--- src/rtl/pipe_stage.sv ---
// rtl/pipe_stage.sv - generic valid/ready inter-stage pipeline register
//
// Carries an opaque DATA_W payload between CPU stages. It supports a valid/ready
// handshake, flush (bubble insertion) and a saturating stall counter.
//
// Build option: define PIPE_SKID_EN for the two-entry skid build. In that build
// in_ready is registered, so it never depends combinationally on out_ready.
// When the macro is undefined, the block is a single-entry register with the
// classic in_ready = !out_valid || out_ready.
//
// Ports:
//   clk, rst             clock; synchronous active-high reset
//   flush                drop every held entry and any payload offered this cycle
//   in_valid/in_ready    upstream handshake, with payload in_data
//   out_valid/out_ready  downstream handshake, with payload out_data
//   stall_cnt            saturating count of cycles with out_valid && !out_ready
//   stall_clr            synchronous clear of stall_cnt (wins over increment)

module pipe_stage #(
  parameter int                DATA_W    = 32,
  parameter logic [DATA_W-1:0] RESET_VAL = {DATA_W{1'b0}},
  parameter int                CNT_W     = 16
) (
  input  logic              clk,
  input  logic              rst,
  input  logic              flush,
  input  logic              in_valid,
  output logic              in_ready,
  input  logic [DATA_W-1:0] in_data,
  output logic              out_valid,
  input  logic              out_ready,
  output logic [DATA_W-1:0] out_data,
  output logic [CNT_W-1:0]  stall_cnt,
  input  logic              stall_clr
);

  typedef enum logic [1:0] {
    S_EMPTY = 2'd0,
    S_ONE   = 2'd1,
    S_TWO   = 2'd2
  } state_t;

  state_t            state_q, state_d;
  logic [DATA_W-1:0] data_q, data_d;
  logic [CNT_W-1:0]  stall_q;
  logic              in_fire, out_fire;

  assign in_fire  = in_valid && in_ready;
  assign out_fire = out_valid && out_ready;

`ifdef PIPE_SKID_EN
  logic [DATA_W-1:0] skid_q, skid_d;
  logic              ready_q;
`endif

  // State register
  always_ff @(posedge clk) begin
    if (rst) begin
      state_q <= S_EMPTY;
    end else begin
      state_q <= state_d;
    end
  end

  // Next-state logic; flush overrides every transfer
  always_comb begin
    state_d = state_q;
    if (flush) begin
      state_d = S_EMPTY;
    end else begin
      case (state_q)
        S_EMPTY: if (in_fire) state_d = S_ONE;
        S_ONE: begin
          if (in_fire && !out_fire) begin
`ifdef PIPE_SKID_EN
            state_d = S_TWO;
`else
            state_d = S_ONE;
`endif
          end else if (!in_fire && out_fire) begin
            state_d = S_EMPTY;
          end
        end
        S_TWO:   if (out_fire) state_d = S_ONE;
        default: state_d = S_EMPTY;
      endcase
    end
  end

  // Outputs decoded from state and storage
  always_comb begin
    out_valid = (state_q != S_EMPTY);
    out_data  = data_q;
`ifdef PIPE_SKID_EN
    in_ready  = ready_q;
`else
    in_ready  = !out_valid || out_ready;
`endif
  end

  // Payload steering. The output register only changes on fill, out_fire,
  // flush or rst, so it stays stable while the stage is stalled.
  always_comb begin
    data_d = data_q;
`ifdef PIPE_SKID_EN
    skid_d = skid_q;
`endif
    if (flush) begin
      data_d = RESET_VAL;
    end else begin
      case (state_q)
        S_EMPTY: if (in_fire) data_d = in_data;
        S_ONE: begin
          if (in_fire && out_fire) begin
            data_d = in_data;
          end
`ifdef PIPE_SKID_EN
          else if (in_fire) begin
            skid_d = in_data;
          end
`endif
        end
        S_TWO: begin
`ifdef PIPE_SKID_EN
          if (out_fire) data_d = skid_q;
`endif
        end
        default: data_d = data_q;
      endcase
    end
  end

  always_ff @(posedge clk) begin
    if (rst) begin
      data_q <= RESET_VAL;
    end else begin
      data_q <= data_d;
    end
  end

`ifdef PIPE_SKID_EN
  // The skid contents need no reset: the state machine says whether they are live.
  // in_ready is registered from the next state, so it is known before out_ready arrives.
  always_ff @(posedge clk) begin
    skid_q <= skid_d;
    if (rst) begin
      ready_q <= 1'b1;
    end else begin
      ready_q <= (state_d != S_TWO);
    end
  end
`endif

  // Stall counter: saturating; clear wins; flush leaves it alone
  always_ff @(posedge clk) begin
    if (rst || stall_clr) begin
      stall_q <= '0;
    end else if (out_valid && !out_ready && (stall_q != {CNT_W{1'b1}})) begin
      stall_q <= stall_q + CNT_W'(1);
    end
  end

  assign stall_cnt = stall_q;

endmodule

--- config.mk ---
export PLATFORM = sky130hd
export DESIGN_NAME = pipe_stage
export DESIGN_NICKNAME = d
export VERILOG_FILES = /design/src/rtl/pipe_stage.sv
export SDC_FILE = /design/constraint.sdc
export NUM_CORES = 1
export LEC_CHECK = 0
export BUFFER_PORTS_ARGS = -buffer_cell sky130_fd_sc_hd__buf_2
export CAP_MARGIN = 25
export CORE_MARGIN = 1.5
export CORE_UTILIZATION = 50
export CTS_BUF_LIST = sky130_fd_sc_hd__clkbuf_16
export DETAILED_ROUTE_END_ITERATION = 10
export PLACE_DENSITY = 0.86
export SLEW_MARGIN = 25
export SYNTH_ARGS = -nofsm -noshare
export SYNTH_HDL_FRONTEND = slang
export SYNTH_SLANG_ARGS = --single-unit
--- constraint.sdc ---
create_clock -name clk -period 2.73 [get_ports clk]
set_input_delay 0.1365 -clock clk [delete_from_list [all_inputs] [get_ports clk]]
set_output_delay 0.1365 -clock clk [all_outputs]
set_load 0.02 [all_outputs]
==> results of run 1 <==
worst min-delay path: cells and delay by family:
kind	cells	cell delay (ps)
buffers and inverters	1	90
AO/OA/AOI/OAI	1	50
AND/OR/NAND/NOR	1	40
synth_stat cells, drive strengths merged, types with 2 or more instances:
library cell,number,area [um2]
a21oi,38,190
a31oi,2,12.5
and2,2,12.5
and3,2,12.5
clkbuf,11,51.3
dfxtp,49,981
ha,2,25.0
inv,4,15.0
mux2i,3,30.0
nand2,72,270
nand3,6,30.0
nand4,5,46.3
nor2,4,15.0
nor3,3,15.0
nor4,6,52.6
o211ai,2,15.0
o21ai,5,25.0
o311ai,2,17.5
o31ai,3,22.5
or2,3,18.8
or3,10,68.8
or4,2,15.0
through the flow:
step / hold slack [ps] / worst slack [ps] / util
global route: 84.8 / 496 / 0.675
finish: 84.6 / 638 / 0.675
detailed placement: 388 / 643 / 0.632
global placement: 381 / 729 / 0.632
floorplan: 277 / 599 / -
CTS: 77.6 / 627 / 0.675
layer usage:
metal,up-vias,part of all wire,GRT usage
met4,0,0.017,0.0842
met3,9,0.089,0.0777
li1,1045,-,-
met5,-,0,0
met1,919,0.44,0.261
met2,82,0.45,0.339
path summary, 6_finish.rpt:
path	startpoint	to	slack [ps]	cells after the start
max	state_q[0]	out_data[11]	640	7
min	in_data[19]	out_data[19]	80	3
max reg2reg	state_q[0]	out_data[11]	640	7
min reg2reg	out_data[17]	out_data[17]	450	2
sequential cells by signal, indices dropped and copies added, names as in the netlist:
register   flops
stall_cnt     16
state_q        1
out_data      32
power groups by stage:
stage	sequential, mW	combinational, mW	clock, mW
3_5_place_dp	0.755	0.135	0
4_1_cts	0.739	0.135	0.719
3_3_place_gp	0.755	0.133	0
2_1_floorplan	0.775	0.0594	0
6_report	0.740	0.134	0.700
5_1_grt	0.741	0.146	0.739
cell families (layout without fill, tap and decap cells):
| group | after synthesis | in the layout | synth area share |
|---|---|---|---|
| AO/OA/AOI/OAI | 57 | 57 | 0.159 |
| adder cells (fa/ha/maj) | 2 | 2 | 0.0122 |
| buffers and inverters | 16 | 101 | 0.0342 |
| flip-flops | 49 | 49 | 0.479 |
| multiplexers | 4 | 4 | 0.0201 |
| AND/OR/NAND/NOR | 121 | 121 | 0.296 |
area by class of cell:
type	instances	area [um2]
fill	340	1290
multi-input combinational	184	1000
sequential	49	981
clock buffer	5	125
clock inverter	3	46.3
inverter	4	15.0
timing repair buffer	89	450
tap	50	62.6
==> impl_metrics.tcl, run 1 <==
set metrics [dict create \
    p_sw_mw 0.358 \
    io_buffers 87 \
    num_rows 23 \
    clkPwrFrac 0.445 \
    grt_pass1_vias 1677 \
    status "finished clean" \
    cts_max_path_buffers 2 \
    cp-start-kind "register" \
    netlist_area_mm2 0.00205 \
    cts_hold_buf 0 \
    cts_resized 0 \
    grt_usage 0.214 \
    ios 88 \
    synth_cell_types 40 \
    ir_drop_mv 0.414 \
    cts_tree "done" \
    ys_seq_area_frac 0.479 \
    grt_setup_unrepaired "no" \
    max_stage_delay_ps 500 \
    holdCritPathClass "input pin to register" \
    async_reset_ff_frac 0 \
    cts_num_sinks 49 \
    period_share 0.766 \
    routed_wl_mm 4.70 \
    yosys_warnings 0 \
    grt.overflow.total 0 \
    hold_viol 0 \
    crit_type "register to register" \
    tns_ps 0 \
    place_area_mm2 0.00251 \
    wl_per_cell_um 12.2 \
    fmax_mhz 478 \
    crit_fanout 32 \
    swShare 0.228 \
    area_growth_pct 30.9 \
    synth_nets 289 \
    diodes 0 \
    maxSlewViolCount 0 \
    clkLatencyLatePin_ps 290 \
    power.total_mw 1.57 \
    clockRootBuffer "clkbuf_16" \
    end_kind "register" \
    layoutNonFillerInstCount 384 \
    crit_family "simple AND/OR/NAND/NOR gates" \
    dr.pass1.iters 4 \
    finClkSkew_ps 3.87 \
    worst_pin_slew_ps 604 \
    detail-route-antenna-nets 0 \
    initial_utilization 0.516 \
    numCtsBuffers 5 \
    h-tree-depth 2 \
    sequentialPowerShare 0.470 \
    numPlacedInstances 376 \
    critical-path-slowest-cell "mux2_2" \
    antenna_found_initial 0 \
    cp.buffers_inverters 1 \
    num_vias 2055 \
    slew_headroom 0.597 \
    arrival_ps 2240 \
    grt_pass1_wl_mm 7.31 \
    p_per_area_mw_per_mm2 587 \
    synthCells 249 \
    period_needed_ps 2090 \
    fin_area_mm2 0.00268 \
    cp_cell_sequence "nor2b_1 > inv_1 > and2_1 > ha_1 > mux2_2 > nand2_1 > a21oi_1" \
    cap_violations 0 \
    final_cell_mix "buf_2, nand2_1, dfxtp_1, a21oi_1, or3_1" \
    cp.required_ps 2880 \
    drive_gt1_frac 0.320 \
    coreArea_mm2 0.00397 \
    gp_congestion 0.854 \
    post-route-drc-count 0 \
    drt_iter0_drc 111 \
    cts.clk_slew.worst_paths_ps 60 \
    synth-main-ff-cell "dfxtp_1" \
    ys_seq_elements 49 \
    die_w_um 67.0 \
    die_area_mm2 0.00449 \
    combPwrFrac 0.085 \
    avgSynthCellArea_um2 8.23 \
    die_y_um 67.0 \
    synth-edff-count 0 \
    nets 373 \
    layout_commonest_cell "buf_2" \
    hpwl_mm 3.38 \
    p_int_mw 1.22 \
    postCtsSetupBuffers 0 \
    setup_viol 0 \
    p_leak_nw 1.18 \
    grt_max_degree 34 \
    via_per_inst 5.35 \
]
(Power assumes the default switching activity.)
==> inputs of run 2 (changes only) <==
CORE_UTILIZATION = 42   (was 50)
PLACE_DENSITY = 0.78   (was 0.86)
clock period = 1.92 ns   (was 2.73 ns; I/O delays follow)
==> impl_metrics.tcl, run 2 (same netlist as run 1, synthesis figures left out) <==
set metrics [dict create \
    status "finished clean" \
    final_cell_mix "buf_2, nand2_1, dfxtp_1, a21oi_1, or3_1" \
    arrival_ps 1900 \
    die_w_um 72.9 \
    gp_congestion 0.878 \
    clkLatencyLatePin_ps 280 \
    numPlacedInstances 399 \
    grt_pass1_wl_mm 7.83 \
    p_sw_mw 0.484 \
    p_leak_nw 1.21 \
    detail-route-antenna-nets 0 \
    num_vias 2091 \
    cts_max_path_buffers 2 \
    setup_viol 0 \
    h-tree-depth 2 \
    die_area_mm2 0.00531 \
    layout_commonest_cell "buf_2" \
    num_rows 25 \
    routed_wl_mm 4.92 \
    swShare 0.233 \
    grt.overflow.total 0 \
    largest_register_ffs 32 \
    fill_cells 444 \
    hpwl_mm 3.60 \
    cp-start-kind "register" \
    crit_type "register to register" \
    layoutNonFillerInstCount 407 \
    r2r_cells 5 \
    io_buffers 87 \
    place_area_mm2 0.00259 \
    diodes 0 \
    grt_max_degree 34 \
    nets 379 \
    drt_iter0_drc 118 \
    cap_violations 0 \
    postCtsSetupBuffers 0 \
    cts_tree "done" \
    tns_ps 0 \
    via_per_inst 5.14 \
    initial_utilization 0.434 \
    holdCritPathClass "input pin to register" \
    post-route-drc-count 0 \
    maxSlewViolCount 0 \
    combPwrFrac 0.095 \
    drive_gt1_frac 0.341 \
    cts.clk_slew.worst_paths_ps 60 \
    period_share 0.915 \
    p_per_area_mw_per_mm2 758 \
    p_int_mw 1.59 \
    fmax_mhz 569 \
    worst_pin_slew_ps 626 \
    grt_usage 0.184 \
    wl_per_cell_um 12.1 \
    grt_pass1_vias 1792 \
    slew_headroom 0.581 \
    fin_area_mm2 0.00274 \
    min_path_cells 3 \
    coreArea_mm2 0.00472 \
    numCtsBuffers 5 \
    ir_drop_mv 0.659 \
    area_growth_pct 33.9 \
    cts_num_sinks 49 \
    finClkSkew_ps 5.88 \
    grt_setup_unrepaired "no" \
    hold_viol 0 \
    die_y_um 72.9 \
    clockRootBuffer "clkbuf_16" \
    dr.pass1.iters 4 \
    antenna_found_initial 0 \
    cp.required_ps 2070 \
    end_kind "register" \
    fin_util 0.581 \
    clkPwrFrac 0.399 \
    period_needed_ps 1760 \
    ios 88 \
    crit_fanout 5 \
    sequentialPowerShare 0.505 \
]
-- run 2: changes by cell type in the layout (fill, tap and decap cells not counted), sizes merged --
cell	delta
buf	+6
bufinv	-1
clkinvlp	+1
inv	+1
clkinv	-1
-- run 2: worst max-delay path, stage by stage, from the launching register on --
cell      delay [ps]
dfxtp_1          400
ha_2             250
nand3b_1         170
or3_4            380
o311ai_0         290
o41ai_1          130
-- run 2: routing by layer --
layer	up-vias	GRT usage	wire (um)
li1	1058	-	-
met1	970	0.230	2200
met2	59	0.321	2460
met3	4	0.0428	208
met4	0	0.0398	40
met5	-	0	0
-- run 2: cell type report --
class	instances	area (um2)	share of cell area
Sequential cell	49	982	0.358
Inverter	4	15.0	0.00547
Timing Repair Buffer	95	508	0.185
Clock inverter	3	18.8	0.00684
Tap cell	67	83.8	0.0306
Multi-Input combinational cell	184	1010	0.368
Clock buffer	5	125	0.0456
-- run 2: final timing paths --
check	startpoint	end	slack, ps
worst min register to register	out_data[4]	out_data[4]	450
worst max-delay path	stall_cnt[0]	stall_cnt[10]	160
worst max register to register	stall_cnt[0]	stall_cnt[10]	160
worst min-delay path	in_data[14]	out_data[14]	50
-- run 2: power groups by stage --
stage / Sequential, mW / Clock, mW / Combinational [mW]
after global placement: 1.07 / 0 / 0.195
after floorplan: 1.10 / 0 / 0.0884
after global routing: 1.05 / 0.894 / 0.219
final: 1.05 / 0.830 / 0.198
after detailed placement: 1.07 / 0 / 0.197
after CTS: 1.05 / 0.859 / 0.198
-- run 2: what timing repair did --
action | 4_1_cts | 5_1_grt
resized for setup | 0 | 2
setup endpoints to repair | 0 | 33
hold buffers | 0 | 0
-- run 2: per-stage QoR --
stage	hold WS, ps	worst slack [ps]	total power, mW
2_1_floorplan	236	41.6	1.19
3_3_place_gp	340	134	1.27
3_5_place_dp	345	90.9	1.27
4_1_cts	46.3	74.5	2.11
5_1_grt	51.3	40.4	2.17
6_report	51.9	163	2.08
==> inputs of run 3 (changes only) <==
BUFFER_PORTS_ARGS = not set   (was -buffer_cell sky130_fd_sc_hd__buf_2)
CORE_UTILIZATION = 55   (was 42)
DONT_BUFFER_PORTS = 1   (was not set)
PLACE_DENSITY = 0.76   (was 0.78)
==> impl_metrics.tcl, run 3 (same netlist as run 1, synthesis figures left out) <==
set metrics [dict create \
    pre_cts_ws_ps 160 \
    dr.pass1.iters 4 \
    num_rows 21 \
    die_w_um 64.0 \
    p_per_area_mw_per_mm2 766 \
    period_share 0.916 \
    crit_fanout 5 \
    numPlacedInstances 306 \
    multi_input_area_mm2 0.00101 \
    largest_register_ffs 32 \
    grt_setup_unrepaired "no" \
    cp.buffers_inverters 0 \
    diodes 0 \
    p_leak_nw 1.02 \
    gp_congestion 0.826 \
    finClkSkew_ps 2.84 \
    seq_area_um2 982 \
    layout_commonest_cell "nand2_1" \
    grt_max_degree 34 \
    end_kind "register" \
    cts_max_path_buffers 2 \
    nets 343 \
    maxSlewViolCount 0 \
    hold_viol 0 \
    grt_pass1_wl_mm 9.16 \
    hpwl_mm 3.25 \
    via_per_inst 5.82 \
    cp-start-kind "register" \
    cap_violations 0 \
    crit_type "register to register" \
    die_area_mm2 0.00410 \
    post-route-drc-count 0 \
    io_buffers 0 \
    routed_wl_mm 5.56 \
    area_growth_pct 33.8 \
    crit_family "simple AND/OR/NAND/NOR gates" \
    cp_cell_sequence "ha_2 > nand3b_1 > or3_4 > or3_1 > a21oi_1" \
    grt.overflow.total 0 \
    fin_util 0.796 \
    holdCritPathClass "input pin to register" \
    final_cell_mix "nand2_1, dfxtp_1, a21oi_1, dlygate4sd3_1, buf_4" \
    place_area_mm2 0.00223 \
    postCtsSetupBuffers 0 \
    fill_cells 255 \
    arrival_ps 1980 \
    cp.required_ps 2140 \
    critical-path-slowest-cell "dfxtp_1" \
    die_y_um 64.0 \
    ir_drop_mv 0.615 \
    initial_utilization 0.595 \
    wl_per_cell_um 15.9 \
    fin_area_mm2 0.00274 \
    layoutNonFillerInstCount 350 \
    status "finished clean" \
    worst_pin_slew_ps 649 \
    setup_viol 0 \
    fmax_mhz 569 \
    clkLatencyLatePin_ps 290 \
    coreArea_mm2 0.00344 \
    numCtsBuffers 5 \
    clockRootBuffer "clkbuf_16" \
    h-tree-depth 2 \
    max_stage_delay_ps 420 \
    slew_headroom 0.566 \
    period_needed_ps 1760 \
    antenna_found_initial 0 \
    cts.clk_slew.worst_paths_ps 60 \
    fin_ws_ps 162 \
    ios 88 \
    grt_usage 0.286 \
    tns_ps 0 \
    num_vias 2036 \
    drt_iter0_drc 210 \
    detail-route-antenna-nets 0 \
    cts_num_sinks 49 \
    cts_tree "done" \
    grt_pass1_vias 2006 \
    drive_gt1_frac 0.145 \
]
-- run 3: path summary, 6_finish.rpt --
check / depth (start not counted) / from / end / slack [ps]
hold reg to reg: 2 / out_data[28] / out_data[28] / 550
setup reg to reg: 5 / stall_cnt[0] / stall_cnt[8] / 160
hold / removal: 2 / rst / stall_cnt[3] / 1
setup / recovery: 5 / stall_cnt[0] / stall_cnt[8] / 160
-- run 3: what timing repair did --
item | in CTS | in global routing
resized for setup | 0 | 3
setup endpoints to repair | 0 | 5
hold buffers | 36 | 0
endpoints found under the hold margin | 36 | 0
-- run 3: final cells by class --
class	count	area share
clock buffers	5	0.0456
clock inverters	3	0.00639
inverters	4	0.00548
multi-input cells	184	0.369
flip-flops and latches	49	0.358
well taps	46	0.0210
repair buffers	59	0.194
-- run 3: through the flow --
| step | hold slack (ps) | power [mW] |
|---|---|---|
| 3_5_place_dp | 241 | 1.21 |
| 6_report | 1.15 | 2.10 |
| 4_1_cts | 1.22 | 2.11 |
| 5_1_grt | 19.2 | 2.18 |
| 2_1_floorplan | 236 | 1.19 |
| 3_3_place_gp | 238 | 1.21 |
-- run 3: worst register-to-register path, cell delays in order, from the launching register on --
cell and delay, ps:
dfxtp_1 420, ha_2 260, nand3b_1 170, or3_4 390, or3_1 310, a21oi_1 130
-- run 3: where the power goes --
group / internal [mW] / switching (mW) / total, mW
clock: 0.478 / 0.368 / 0.845
combinational: 0.0844 / 0.0878 / 0.172
sequential: 1.04 / 0.0418 / 1.08
-- run 3: layer usage --
metal  wire [um]  track usage  vias to the layer above
met5           0            0                        -
met4          70       0.0978                        0
met3         412       0.0810                        7
met2        2810        0.491                       89
met1        2270        0.340                      954
li1            -            -                      986
